==> src/rtl/uart_cmd_decoder.sv <==
// uart_cmd_decoder: turns received UART keystrokes (WASD, ANSI arrows, 'r') into a held joystick direction
module uart_cmd_decoder #(
    parameter int HOLD_CYCLES = 1000000,
    parameter int ESC_TIMEOUT = 50000,
    parameter int CNT_W       = 20
) (
    input  logic       clk,
    input  logic       rst,
    input  logic [7:0] rx_data,
    input  logic       rx_valid,
    output logic [2:0] dir,
    output logic       rst_req,
    output logic       cmd_drop,
    output logic       bad_byte
);
    typedef enum logic [1:0] {IDLE, ESC, CSI} state_t;
    localparam logic [2:0] NONE = 3'd4;
    state_t state, state_nx;
    logic [1:0] rst_sync;
    logic run_n;
    logic [CNT_W-1:0] tcnt, hcnt;
    logic [2:0] id_code, code;
    logic id_rst, id_esc, id_bad, req, bad, t_clr, issue, hold;
    assign run_n = rst_sync[1];
    assign issue = code != NONE;
    assign hold  = dir != NONE;
    // Assert internal reset immediately, release it two edges after rst rises
    always_ff @(posedge clk or negedge rst) begin
        if (!rst) rst_sync <= 2'b00;
        else rst_sync <= {rst_sync[0], 1'b1};
    end
    // Decode a byte as it would be seen in IDLE (also reused for the byte that ends a bare ESC)
    always_comb begin
        id_code = NONE;
        id_rst  = 1'b0;
        id_esc  = 1'b0;
        id_bad  = 1'b0;
        case (rx_data)
            8'h77, 8'h57: id_code = 3'd0;
            8'h64, 8'h44: id_code = 3'd1;
            8'h73, 8'h53: id_code = 3'd2;
            8'h61, 8'h41: id_code = 3'd3;
            8'h72, 8'h52: id_rst = 1'b1;
            8'h1B:        id_esc = 1'b1;
            8'h0D, 8'h0A, 8'h20: ;
            default:      id_bad = 1'b1;
        endcase
    end
    // Parser next state, issued direction and pulse requests
    always_comb begin
        state_nx = state;
        code     = NONE;
        req      = 1'b0;
        bad      = 1'b0;
        t_clr    = 1'b0;
        if (rx_valid) begin
            t_clr = 1'b1;
            if (state == CSI) begin
                code = rx_data == 8'h41 ? 3'd0 :
                       rx_data == 8'h43 ? 3'd1 :
                       rx_data == 8'h42 ? 3'd2 :
                       rx_data == 8'h44 ? 3'd3 : NONE;
                bad = code == NONE && rx_data != 8'h1B;
                state_nx = rx_data == 8'h1B ? ESC : IDLE;
            end else if (state == ESC && rx_data == 8'h5B) begin
                state_nx = CSI;
            end else begin
                code = id_code;
                req = id_rst;
                bad = id_bad;
                state_nx = id_esc ? ESC : IDLE;
            end
        end else if (state != IDLE && tcnt == CNT_W'(ESC_TIMEOUT - 1)) begin
            state_nx = IDLE;
            bad = state == CSI;
        end
    end
    // Parser state, escape timeout counter and one-cycle pulses
    always_ff @(posedge clk or negedge run_n) begin
        if (!run_n) begin
            state    <= IDLE;
            tcnt     <= '0;
            rst_req  <= 1'b0;
            cmd_drop <= 1'b0;
            bad_byte <= 1'b0;
        end else begin
            state    <= state_nx;
            tcnt     <= (t_clr || state == IDLE) ? '0 : tcnt + 1'b1;
            rst_req  <= req;
            cmd_drop <= issue && hold;
            bad_byte <= bad;
        end
    end
    // Hold the issued direction for HOLD_CYCLES cycles; a reset request cancels it
    always_ff @(posedge clk or negedge run_n) begin
        if (!run_n) begin
            dir  <= NONE;
            hcnt <= '0;
        end else if (req) begin
            dir  <= NONE;
            hcnt <= '0;
        end else if (issue && !hold) begin
            dir  <= code;
            hcnt <= '0;
        end else if (hold) begin
            dir  <= hcnt == CNT_W'(HOLD_CYCLES - 1) ? NONE : dir;
            hcnt <= hcnt + 1'b1;
        end
    end
endmodule
==> config.mk <==
export PLATFORM = sky130hd
export DESIGN_NAME = uart_cmd_decoder
export DESIGN_NICKNAME = d
export VERILOG_FILES = /design/src/rtl/uart_cmd_decoder.sv
export SDC_FILE = /design/constraint.sdc
export NUM_CORES = 1
export LEC_CHECK = 0
export ABC_AREA = 1
export BUFFER_PORTS_ARGS = -buffer_cell sky130_fd_sc_hd__buf_2
export CAP_MARGIN = 20
export CORE_ASPECT_RATIO = 1.75
export CORE_MARGIN = 2
export CORE_UTILIZATION = 57
export CTS_BUF_LIST = sky130_fd_sc_hd__clkbuf_8
export CTS_CLUSTER_SIZE = 40
export DETAILED_ROUTE_END_ITERATION = 8
export PLACE_DENSITY = 0.79
export SLEW_MARGIN = 20
export SYNTH_ARGS = -nofsm -noshare
export SYNTH_HDL_FRONTEND = slang
export SYNTH_SLANG_ARGS = --single-unit
export TNS_END_PERCENT = 30
==> constraint.sdc <==
create_clock -name clk -period 1.6 [get_ports clk]
set_clock_uncertainty 0.15 [all_clocks]
set_input_delay 0.32 -clock clk [delete_from_list [all_inputs] [get_ports clk]]
set_output_delay 0.32 -clock clk [all_outputs]
set_load 0.1 [all_outputs]
==> results of run 1 <==
==> registers in the layout, indices dropped and copies added, names as in the netlist <==
register and cells:
bad_byte 1, dir 3, rst_req 1, tcnt 20
state 2, hcnt 20, rst_sync 2, cmd_drop 1
==> metrics by stage <==
step	util	TNS [ps]
after global routing	0.794	-5470
after CTS	0.766	-2270
final	0.794	-2910
after detailed placement	0.721	-5530
after global placement	0.721	-4730
after floorplan	-	-303
==> synth_stat cells (2+ instances only) <==
library cell | n | area share
a31oi_1 | 2 | 0.0043
nand3b_1 | 2 | 0.0051
o31ai_1 | 2 | 0.0051
nor2_1 | 56 | 0.072
dfrtp_1 | 49 | 0.42
a21oi_2 | 2 | 0.0060
nand3_2 | 3 | 0.010
nand2_2 | 4 | 0.0085
nand3_1 | 18 | 0.031
nand2_1 | 71 | 0.091
nand4_1 | 15 | 0.032
nor4_1 | 4 | 0.0085
buf_6 | 2 | 0.0077
a21oi_1 | 22 | 0.038
xor2_1 | 6 | 0.018
nor2_2 | 7 | 0.015
inv_2 | 2 | 0.0026
o21ai_0 | 13 | 0.022
nand4_2 | 2 | 0.0085
nor3_1 | 15 | 0.026
ha_1 | 2 | 0.0085
inv_1 | 46 | 0.059
nor3_2 | 13 | 0.044
xnor2_1 | 3 | 0.0090
==> power by group through the flow <==
stage | sequential [mW] | combinational (mW) | clock [mW]
floorplan | 1.59 | 0.430 | 0
global placement | 1.55 | 0.760 | 0
detailed placement | 1.55 | 0.784 | 0
CTS | 1.54 | 0.900 | 0.787
global route | 1.57 | 1.04 | 0.826
finish | 1.55 | 0.961 | 0.775
==> critical path, cell delays in order (launching register included) <==
cell     delay [ps]
dfrtp_1         440
ha_4            170
nand3_4          80
nor3_4          230
buf_4           160
nand4_1          90
nor2_2          170
inv_2            60
nand4_1          90
nand2_1          50
==> layout by cell type (no fill, tap or decap), drive strengths merged, types with 2 or more instances in the layout <==
cell	instances
nand3b	2
nand2	76
a21oi	24
o21ai	13
nor4	4
o31ai	2
xnor2	3
a31oi	2
xor2	6
dfrtp	49
nor2	64
nor3	29
buf	82
nand4	17
ha	2
nand3	22
inv	49
clkbuf	6
==> layout make-up <==
| class | count | area, sq um |
|---|---|---|
| multi-input cells | 273 | 1670 |
| inverters | 49 | 191 |
| repair buffers | 83 | 658 |
| well taps | 54 | 67.6 |
| fillers | 308 | 1030 |
| clock inverters | 2 | 12.5 |
| clock buffers | 6 | 82.6 |
| flip-flops and latches | 50 | 1260 |
==> per-layer routing <==
metal | wire [um] | part of all wire | up-vias | GRT usage
li1 | - | - | 1418 | -
met1 | 2840 | 0.37 | 1398 | 0.276
met3 | 264 | 0.035 | 28 | 0.0420
met5 | 0 | 0 | - | 0
met4 | 209 | 0.027 | 0 | 0.107
met2 | 4310 | 0.57 | 95 | 0.506
==> worst max-delay path by stage <==
| stage | from | end | slack [ps] |
|---|---|---|---|
| CTS | hcnt[0] | hcnt[13] | -180 |
| global placement | rx_data[3] | hcnt[17] | -230 |
| global route | hcnt[0] | hcnt[14] | -320 |
| floorplan | tcnt[0] | tcnt[16] | -60 |
| finish | hcnt[0] | dir[1] | -210 |
| detailed placement | rx_data[2] | hcnt[17] | -260 |
==> kinds of logic after synthesis <==
family / after synthesis
compound gates: 44
xor+xnor: 9
fa+ha+maj: 2
buf+inv: 53
flops: 50
other cells: 1
simple gates: 217
==> repair_timing <==
| action | in CTS | in global routing |
|---|---|---|
| resized for setup | 19 | 27 |
| hold buffers | 1 | 0 |
| buffers inserted | 5 | 5 |
| hold endpoints to repair | 2 | 0 |
| endpoints found under the setup margin | 30 | 39 |
| pin swaps | 8 | 16 |
==> metrics.md, run 1 <==
| Metric | Value |
|---|---|
| GRT Resource Usage Total | `0.266` |
| Syn. warnings | `0` |
| Adder-Cell Fraction of Synth Area | `0.00854` |
| Violated checks | `setup timing` |
| Post-Place Cells | `498` |
| H-tree levels | `2` |
| Largest family of logic cells by synthesized area | `simple AND/OR/NAND/NOR gates` |
| Detailed-route via count | `2939` |
| Max Fanout on Critical Path | `4` |
| Top FF cell, synth | `dfrtp_1` |
| Syn_nets | `389` |
| N_diodes | `0` |
| Post-synthesis cell count | `376` |
| Int Pwr | `2.19 mW` |
| Placer congestion estimate | `0.929` |
| Clock share of power | `0.236` |
| Mux cell area share after synthesis | `0` |
| Post-Layout Cell Count | `517` |
| Initial antenna violation count | `0` |
| Final wirelength | `7.62 mm` |
| CP Capture Type | `register` |
| Comb power frac | `0.292` |
| Total CTS buffers | `5` |
| Library cells used by synthesis | `39` |
| I/O pins | `17` |
| Sequential element share of the synthesized area | `0.428` |
| Setup ws final | `-211 ps` |
| Net Sw Frac | `0.334` |
| Hold Fails Final Rpt | `0` |
| Mapped cell area | `0.00293 sq mm` |
| Sink Count | `50` |
| Initial Util | `0.588` |
| Peak Freq | `0.552 GHz` |
| CTS clk-pin slew, worst paths | `100 ps` |
| Final HPWL DP | `5.11 mm` |
| Flop2flop setup slack | `-210 ps` |
| Reg2reg start | `hcnt[0]` |
| Number of iterations in the first detailed-routing pass | `4` |
| Worst reg-to-reg path cell count | `9` |
| Pwr dens | `833 mW/mm^2` |
| Number of synthesized register bits | `50` |
| Final setup fails | `24` |
| Largest net degree at the start of global routing | `31` |
| Power Total | `3.29 mW` |
| Die width | `58.2 um` |
| Core footprint | `0.00498 sq mm` |
| Crit start category | `register` |
| Max VDD drop | `0.00104 V` |
| Worst EP required | `1650 ps` |
| NetSw | `1.10 mW` |
| RSZ-0062 raised after global routing | `yes` |
| Syn Area/Cell | `7.79 sq um` |
| Asr flop ratio synth | `1.00` |
| Final min period | `1810 ps` |
| Number of synthesized flops with an enable pin | `0` |
| Vias in the first global route | `2966` |
| Dpl ws | `-262 ps` |
| DR DRC count | `0` |
| CTS Root Cell | `clkbuf_8` |
| Global route overflow | `0` |
| Vias/cell | `5.68` |
| End of the worst register-to-register path | `dir[1]` |
| WL/cell | `14.7 um` |
| I/O Buffers | `16` |
| Clock tree from TritonCTS | `built` |
| Lkg Pwr | `1.81 nW` |
| Final nets | `475` |
| Xor/xnor cell area share of the yosys netlist | `0.0269` |
| First-pass GRT wire length | `12.2 mm` |
| Tightest Hold Check Type | `register to asynchronous set/reset pin` |
| Synth Area in Compound Gates | `0.0833` |
| Final worst-path cycle share | `1.13` |
| Crit path kind | `register to register` |
| Post-Synth Simple-Gate Area | `0.379` |
| Final Instance Area | `0.00395 sq mm` |
| Area after DPL | `0.00359 sq mm` |
| Outcome | `complete, but fails checks` |
| Critical Path AT | `1860 ps` |
| Max Slew Vio Count | `0` |
| Final hold slack | `80.5 ps` |
| Max Cap Violations | `0` |
| Layout cell share with drive strength beyond 1 | `0.359` |
| DRT iter0 DRCs | `143` |
| Area grow syn2layout | `34.9%` |
| Clk_lat worst skew | `310 ps` |
| FP Rows | `34` |
| Post-DRT Antenna Nets | `0` |
| Die area | `0.00575 sq mm` |
| Power share of the sequential group | `0.472` |
| Clk buf depth | `2` |
| Die height | `98.8 um` |
No activity file was read; power rests on OpenSTA's default activity.
==> inputs of run 2 (changes only) <==
--- a/config.mk
+++ b/config.mk
@@ -6,15 +6,15 @@
 export NUM_CORES = 1
 export LEC_CHECK = 0
 export ABC_AREA = 1
-export BUFFER_PORTS_ARGS = -buffer_cell sky130_fd_sc_hd__buf_2
 export CAP_MARGIN = 20
 export CORE_ASPECT_RATIO = 1.75
 export CORE_MARGIN = 2
-export CORE_UTILIZATION = 57
+export CORE_UTILIZATION = 56
 export CTS_BUF_LIST = sky130_fd_sc_hd__clkbuf_8
 export CTS_CLUSTER_SIZE = 40
 export DETAILED_ROUTE_END_ITERATION = 8
-export PLACE_DENSITY = 0.79
+export DONT_BUFFER_PORTS = 1
+export PLACE_DENSITY = 0.75
 export SLEW_MARGIN = 20
 export SYNTH_ARGS = -nofsm -noshare
 export SYNTH_HDL_FRONTEND = slang
==> metrics.md, run 2 (same netlist as run 1, synthesis figures left out) <==
| Metric | Value |
|---|---|
| Layout cell share with drive strength beyond 1 | `0.309 (-0.0493)` |
| Most common cell after layout, fill and taps aside | `nand2_1` |
| Worst reg-to-reg path cell count | `9 (unchanged)` |
| Initial antenna violation count | `0 (unchanged)` |
| Total CTS buffers | `5 (unchanged)` |
| Final hold slack | `88.7 ps (+8.18 ps)` |
| Area grow syn2layout | `30.4%` |
| GRT Resource Usage Total | `0.272 (+0.00599)` |
| Number of iterations in the first detailed-routing pass | `6 (+2)` |
| Initial Util | `0.583 (-0.00499)` |
| Final HPWL DP | `5.35 mm (+4.7%)` |
| Tightest Hold Check Type | `primary input to asynchronous set/reset pin` |
| Vias in the first global route | `2868 (-3.3%)` |
| Core footprint | `0.00502 sq mm (+0.85%)` |
| Clock tree from TritonCTS | `built` |
| RSZ-0062 raised after global routing | `yes` |
| Max Slew Vio Count | `0 (unchanged)` |
| Max Cap Violations | `0 (unchanged)` |
| First-pass GRT wire length | `12.2 mm (+0.34%)` |
| Critical path startpoint | `hcnt[1]` |
| I/O Buffers | `0 (-16)` |
| TNS Setup | `-2880 ps (+36.1 ps)` |
| Pwr dens | `850 mW/mm^2 (+2.1%)` |
| CTS Root Cell | `clkbuf_8` |
| Critical Path AT | `1930 ps (+70 ps)` |
| CP endpoint | `hcnt[10]` |
| Violated checks | `DRC, setup timing` |
| I/O pins | `17 (unchanged)` |
| Final nets | `455 (-4.2%)` |
| Largest net degree at the start of global routing | `49 (+58%)` |
| FP Rows | `34 (unchanged)` |
| Setup ws final | `-279 ps (-68.2 ps)` |
| Commonest non-fill, non-tap cells in the layout | `nand2_1, buf_4, nor2_1` |
| N_diodes | `0 (unchanged)` |
| Final wirelength | `7.37 mm (-3.4%)` |
| DRT iter0 DRCs | `150 (+4.9%)` |
| Dpl ws | `-170 ps (+92.1 ps)` |
| Worst EP required | `1650 ps (about the same)` |
| Global route overflow | `0 (unchanged)` |
| Flop2flop setup slack | `-280 ps (-70 ps)` |
| Slowest stage cell, crit path | `dfrtp_1` |
| Clk buf depth | `2 (unchanged)` |
| Final worst-path cycle share | `1.17 (+0.0426)` |
| Top Registers | `hcnt x20, tcnt x20, dir x3` |
| WL/cell | `14.8 um (+0.52%)` |
| Max Fanout on Critical Path | `3 (-1)` |
| Vias/cell | `5.62 (-1.2%)` |
| CTS clk-pin slew, worst paths | `100 ps (about the same)` |
| Max incr delay on CP | `390 ps (-50 ps)` |
| Final min period | `1880 ps (+68.2 ps)` |
| Final setup fails | `21 (-13%)` |
| DR DRC count | `1 (+1)` |
| Crit start category | `register` |
| Post-DRT Antenna Nets | `0 (unchanged)` |
| Lkg Pwr | `1.77 nW (-2.7%)` |
| Die area | `0.00585 sq mm (+1.7%)` |
| Sink Count | `50 (unchanged)` |
| Reg2reg start | `hcnt[1]` |
| Placer congestion estimate | `0.940 (+1.2%)` |
| Peak Freq | `0.532 GHz (-3.6%)` |
| Crit path kind | `register to register` |
| Critical path cell sequence | `ha_2 -> nand3_4 -> nor3_4 -> buf_6 -> nand2_4 -> nor2_4 -> nand2_4 -> nor3_4 -> nor3_2` |
| Max VDD drop | `0.000445 V (-57%)` |
| Hold Fails Final Rpt | `0 (unchanged)` |
| Clk_lat worst skew | `310 ps (about the same)` |
| Outcome | `complete, but fails checks` |
| End of the worst register-to-register path | `hcnt[10]` |
| Die height | `99.7 um (+0.86%)` |
| Detailed-route via count | `2791 (-5.0%)` |
| CP Capture Type | `register` |
| H-tree levels | `2 (unchanged)` |
| Die width | `58.7 um (+0.82%)` |
[run 2: cell type report]
cell class	instances	area, sq um
Clock buffer	6	82.6
Clock inverter	2	8.76
Fill cell	360	1200
Inverter	49	191
Multi-Input combinational cell	273	1670
Sequential cell	50	1270
Tap cell	54	67.6
Timing Repair Buffer	63	536
[run 2: timing repair]
item | 4_1_cts | 5_1_grt
hold buffers | 2 | 0
hold endpoints to repair | 3 | 0
endpoints found under the setup margin | 22 | 37
resized for setup | 13 | 29
pin swaps | 3 | 14
setup buffers | 0 | 4
[run 2: how the worst min path moves through the flow]
stage / start / endpoint / depth (start not counted)
after global placement: rst / rst_sync[0] / 0
after detailed placement: rst / rst_sync[1] / 0
final: rst / rst_sync[1] / 1
after global routing: rst / rst_sync[1] / 1
after floorplan: rst / rst_sync[0] / 0
after CTS: rst / rst_sync[1] / 1
[run 2: metrics by stage]
step	cell area [sq um]	util	cells	power, mW
floorplan	3000	-	376	2.02
finish	3820	0.761	497	3.25
global route	3820	0.761	497	3.42
global placement	3490	0.696	483	2.27
CTS	3660	0.730	493	3.11
detailed placement	3490	0.696	483	2.31
[run 2: worst max-delay path, delay by kind of cell (launching register included)]
family | cells | cell delay, ps
buf+inv | 1 | 150
flops | 1 | 390
fa+ha+maj | 1 | 230
simple gates | 7 | 850
[run 2: report_power, final]
group	switching, mW	internal (mW)
combinational	0.530	0.427
sequential	0.128	1.40
clock	0.418	0.344
[run 2: per-layer routing]
layer | global-route usage | share of wire
met1 | 0.271 | 0.37
met2 | 0.526 | 0.58
met3 | 0.0338 | 0.022
met4 | 0.128 | 0.036
met5 | 0 | 0
==> inputs of run 3 (changes only) <==
--- a/config.mk
+++ b/config.mk
@@ -9,12 +9,12 @@
 export CAP_MARGIN = 20
 export CORE_ASPECT_RATIO = 1.75
 export CORE_MARGIN = 2
-export CORE_UTILIZATION = 56
+export CORE_UTILIZATION = 35
 export CTS_BUF_LIST = sky130_fd_sc_hd__clkbuf_8
 export CTS_CLUSTER_SIZE = 40
 export DETAILED_ROUTE_END_ITERATION = 8
 export DONT_BUFFER_PORTS = 1
-export PLACE_DENSITY = 0.75
+export PLACE_DENSITY = 0.52
 export SLEW_MARGIN = 20
 export SYNTH_ARGS = -nofsm -noshare
 export SYNTH_HDL_FRONTEND = slang
==> metrics.md, run 3 (same netlist as run 1, synthesis figures left out) <==
| Metric | Value |
|---|---|
| Flop2flop setup slack | `-170 ps (+110 ps)` |
| Clk buf depth | `2 (unchanged)` |
| Final HPWL DP | `5.60 mm (+4.8%)` |
| Lkg Pwr | `1.83 nW (+3.8%)` |
| RSZ-0062 raised after global routing | `yes` |
| Post-DRT Antenna Nets | `0 (unchanged)` |
| Final worst-path cycle share | `1.11 (-0.0678)` |
| Crit start category | `register` |
| Top Registers | `hcnt x20, tcnt x20, dir x3` |
| Dpl ws | `-146 ps (+24.6 ps)` |
| Power Total | `3.50 mW (+7.9%)` |
| Worst EP required | `1700 ps (+50 ps)` |
| CP Capture Type | `register` |
| Final min period | `1770 ps (-108 ps)` |
| Sink Count | `50 (unchanged)` |
| WL/cell | `13.4 um (-9.5%)` |
| Final hold slack | `82.5 ps (-6.12 ps)` |
| Power share of the sequential group | `0.439 (-0.032)` |
| CTS clk-pin slew, worst paths | `100 ps (about the same)` |
| N_diodes | `0 (unchanged)` |
| Core footprint | `0.00820 sq mm (+63%)` |
| End of the worst register-to-register path | `hcnt[16]` |
| Max VDD drop | `0.000405 V (-9.2%)` |
| Clock share of power | `0.313 (+0.079)` |
| Final nets | `466 (+2.4%)` |
| Comb power frac | `0.248 (-0.047)` |
| Net Sw Frac | `0.294 (-0.0372)` |
| H-tree levels | `2 (unchanged)` |
| Placer congestion estimate | `0.918 (-2.3%)` |
| Largest net degree at the start of global routing | `49 (unchanged)` |
| Pwr dens | `881 mW/mm^2 (+3.7%)` |
| Die width | `73.2 um (+25%)` |
| Critical path startpoint | `hcnt[0]` |
| Vias in the first global route | `2903 (+1.2%)` |
| Violated checks | `setup timing` |
| Max Slew Vio Count | `0 (unchanged)` |
| Peak Freq | `0.565 GHz (+6.1%)` |
| Crit path kind | `register to register` |
| Total CTS buffers | `5 (unchanged)` |
| Post-Place Cells | `534 (+11%)` |
| Reg2reg start | `hcnt[0]` |
| NetSw | `1.03 mW (-4.2%)` |
| Final Instance Area | `0.00398 sq mm (+4.1%)` |
| Die area | `0.00915 sq mm (+56%)` |
| Final setup fails | `21 (unchanged)` |
| Clk_lat worst skew | `300 ps (about the same)` |
| I/O pins | `17 (unchanged)` |
| Layout cell share with drive strength beyond 1 | `0.326 (+0.0167)` |
| Area grow syn2layout | `35.8%` |
| Critical Path AT | `1870 ps (-60 ps)` |
| DR DRC count | `0 (-1)` |
| Vias/cell | `5.03 (-11%)` |
| Tightest Hold Check Type | `primary input to asynchronous set/reset pin` |
| Int Pwr | `2.47 mW (+14%)` |
| Global route overflow | `0 (unchanged)` |
| Commonest non-fill, non-tap cells in the layout | `nand2_1, buf_4, nor2_1` |
| Detailed-route via count | `2744 (-1.7%)` |
| Outcome | `complete, but fails checks` |
| Initial antenna violation count | `0 (unchanged)` |
| I/O Buffers | `0 (unchanged)` |
| FP Rows | `44 (+29%)` |
| First-pass GRT wire length | `12.7 mm (+3.7%)` |
| Area after DPL | `0.00363 sq mm (+3.8%)` |
| GRT Resource Usage Total | `0.173 (-0.0990)` |
| Number of iterations in the first detailed-routing pass | `4 (-2)` |
| Max Cap Violations | `0 (unchanged)` |
| Post-Layout Cell Count | `546 (+9.9%)` |
| CTS Root Cell | `clkbuf_8` |
| Setup ws final | `-171 ps (+108 ps)` |
| DRT iter0 DRCs | `97 (-35%)` |
| Worst reg-to-reg path cell count | `8 (-1)` |
| Hold Fails Final Rpt | `0 (unchanged)` |
| Max Fanout on Critical Path | `4 (+1)` |
| Clock tree from TritonCTS | `built` |
| Initial Util | `0.357 (-0.226)` |
| Final wirelength | `7.32 mm (-0.62%)` |
| Die height | `125 um (+25%)` |
| Filler instances | `788 (+120%)` |
run 3: worst max path at each step:
stage,end,slack [ps],cells past startpoint
CTS,hcnt[16],-160,8
finish,hcnt[16],-170,8
floorplan,tcnt[16],-60,9
global placement,hcnt[16],-110,8
global route,hcnt[14],-310,9
detailed placement,hcnt[16],-150,8
run 3: power groups by stage:
stage	sequential [mW]	clock, mW	combinational (mW)
6_report	1.54	1.10	0.869
3_5_place_dp	1.54	0	0.785
3_3_place_gp	1.54	0	0.772
5_1_grt	1.56	1.18	0.952
2_1_floorplan	1.59	0	0.430
4_1_cts	1.52	1.14	0.816
run 3: final cells by class:
type / count / area, sq um / area share
Clock buffer: 6 / 82.6 / 0.0208
Sequential cell: 50 / 1260 / 0.318
Multi-Input combinational cell: 273 / 1660 / 0.417
Timing Repair Buffer: 74 / 606 / 0.152
Tap cell: 92 / 115 / 0.0289
Clock inverter: 2 / 60.1 / 0.0151
Inverter: 49 / 191 / 0.0481
run 3: timing repair:
item                                   4_1_cts  5_1_grt
setup endpoints to repair                   24       39
hold buffers                                 2        0
endpoints found under the hold margin        3        0
buffers inserted                             1        1
resized for setup                           14       24
pin swaps                                    7       14
run 3: stage by stage:
| step | setup TNS, ps | utilization |
|---|---|---|
| after floorplan | -303 | - |
| after global placement | -1950 | 0.442 |
| after detailed placement | -2700 | 0.442 |
| after CTS | -1790 | 0.469 |
| after global routing | -5770 | 0.485 |
| final | -1570 | 0.485 |
run 3: worst max-delay path, cell delays in order (launching register included):
cell	delay [ps]
dfrtp_1	420
ha_4	170
nand3_4	70
nor3_4	260
nand4_4	170
nor2_2	140
nand3b_1	110
xor2_1	150
nor2_1	80
run 3: layer usage:
metal / track usage / share of wire / vias up
met5: 0 / 0 / -
met4: 0.0664 / 0.018 / 0
met3: 0.0282 / 0.022 / 10
met2: 0.324 / 0.58 / 26
met1: 0.183 / 0.38 / 1317
li1: - / - / 1391
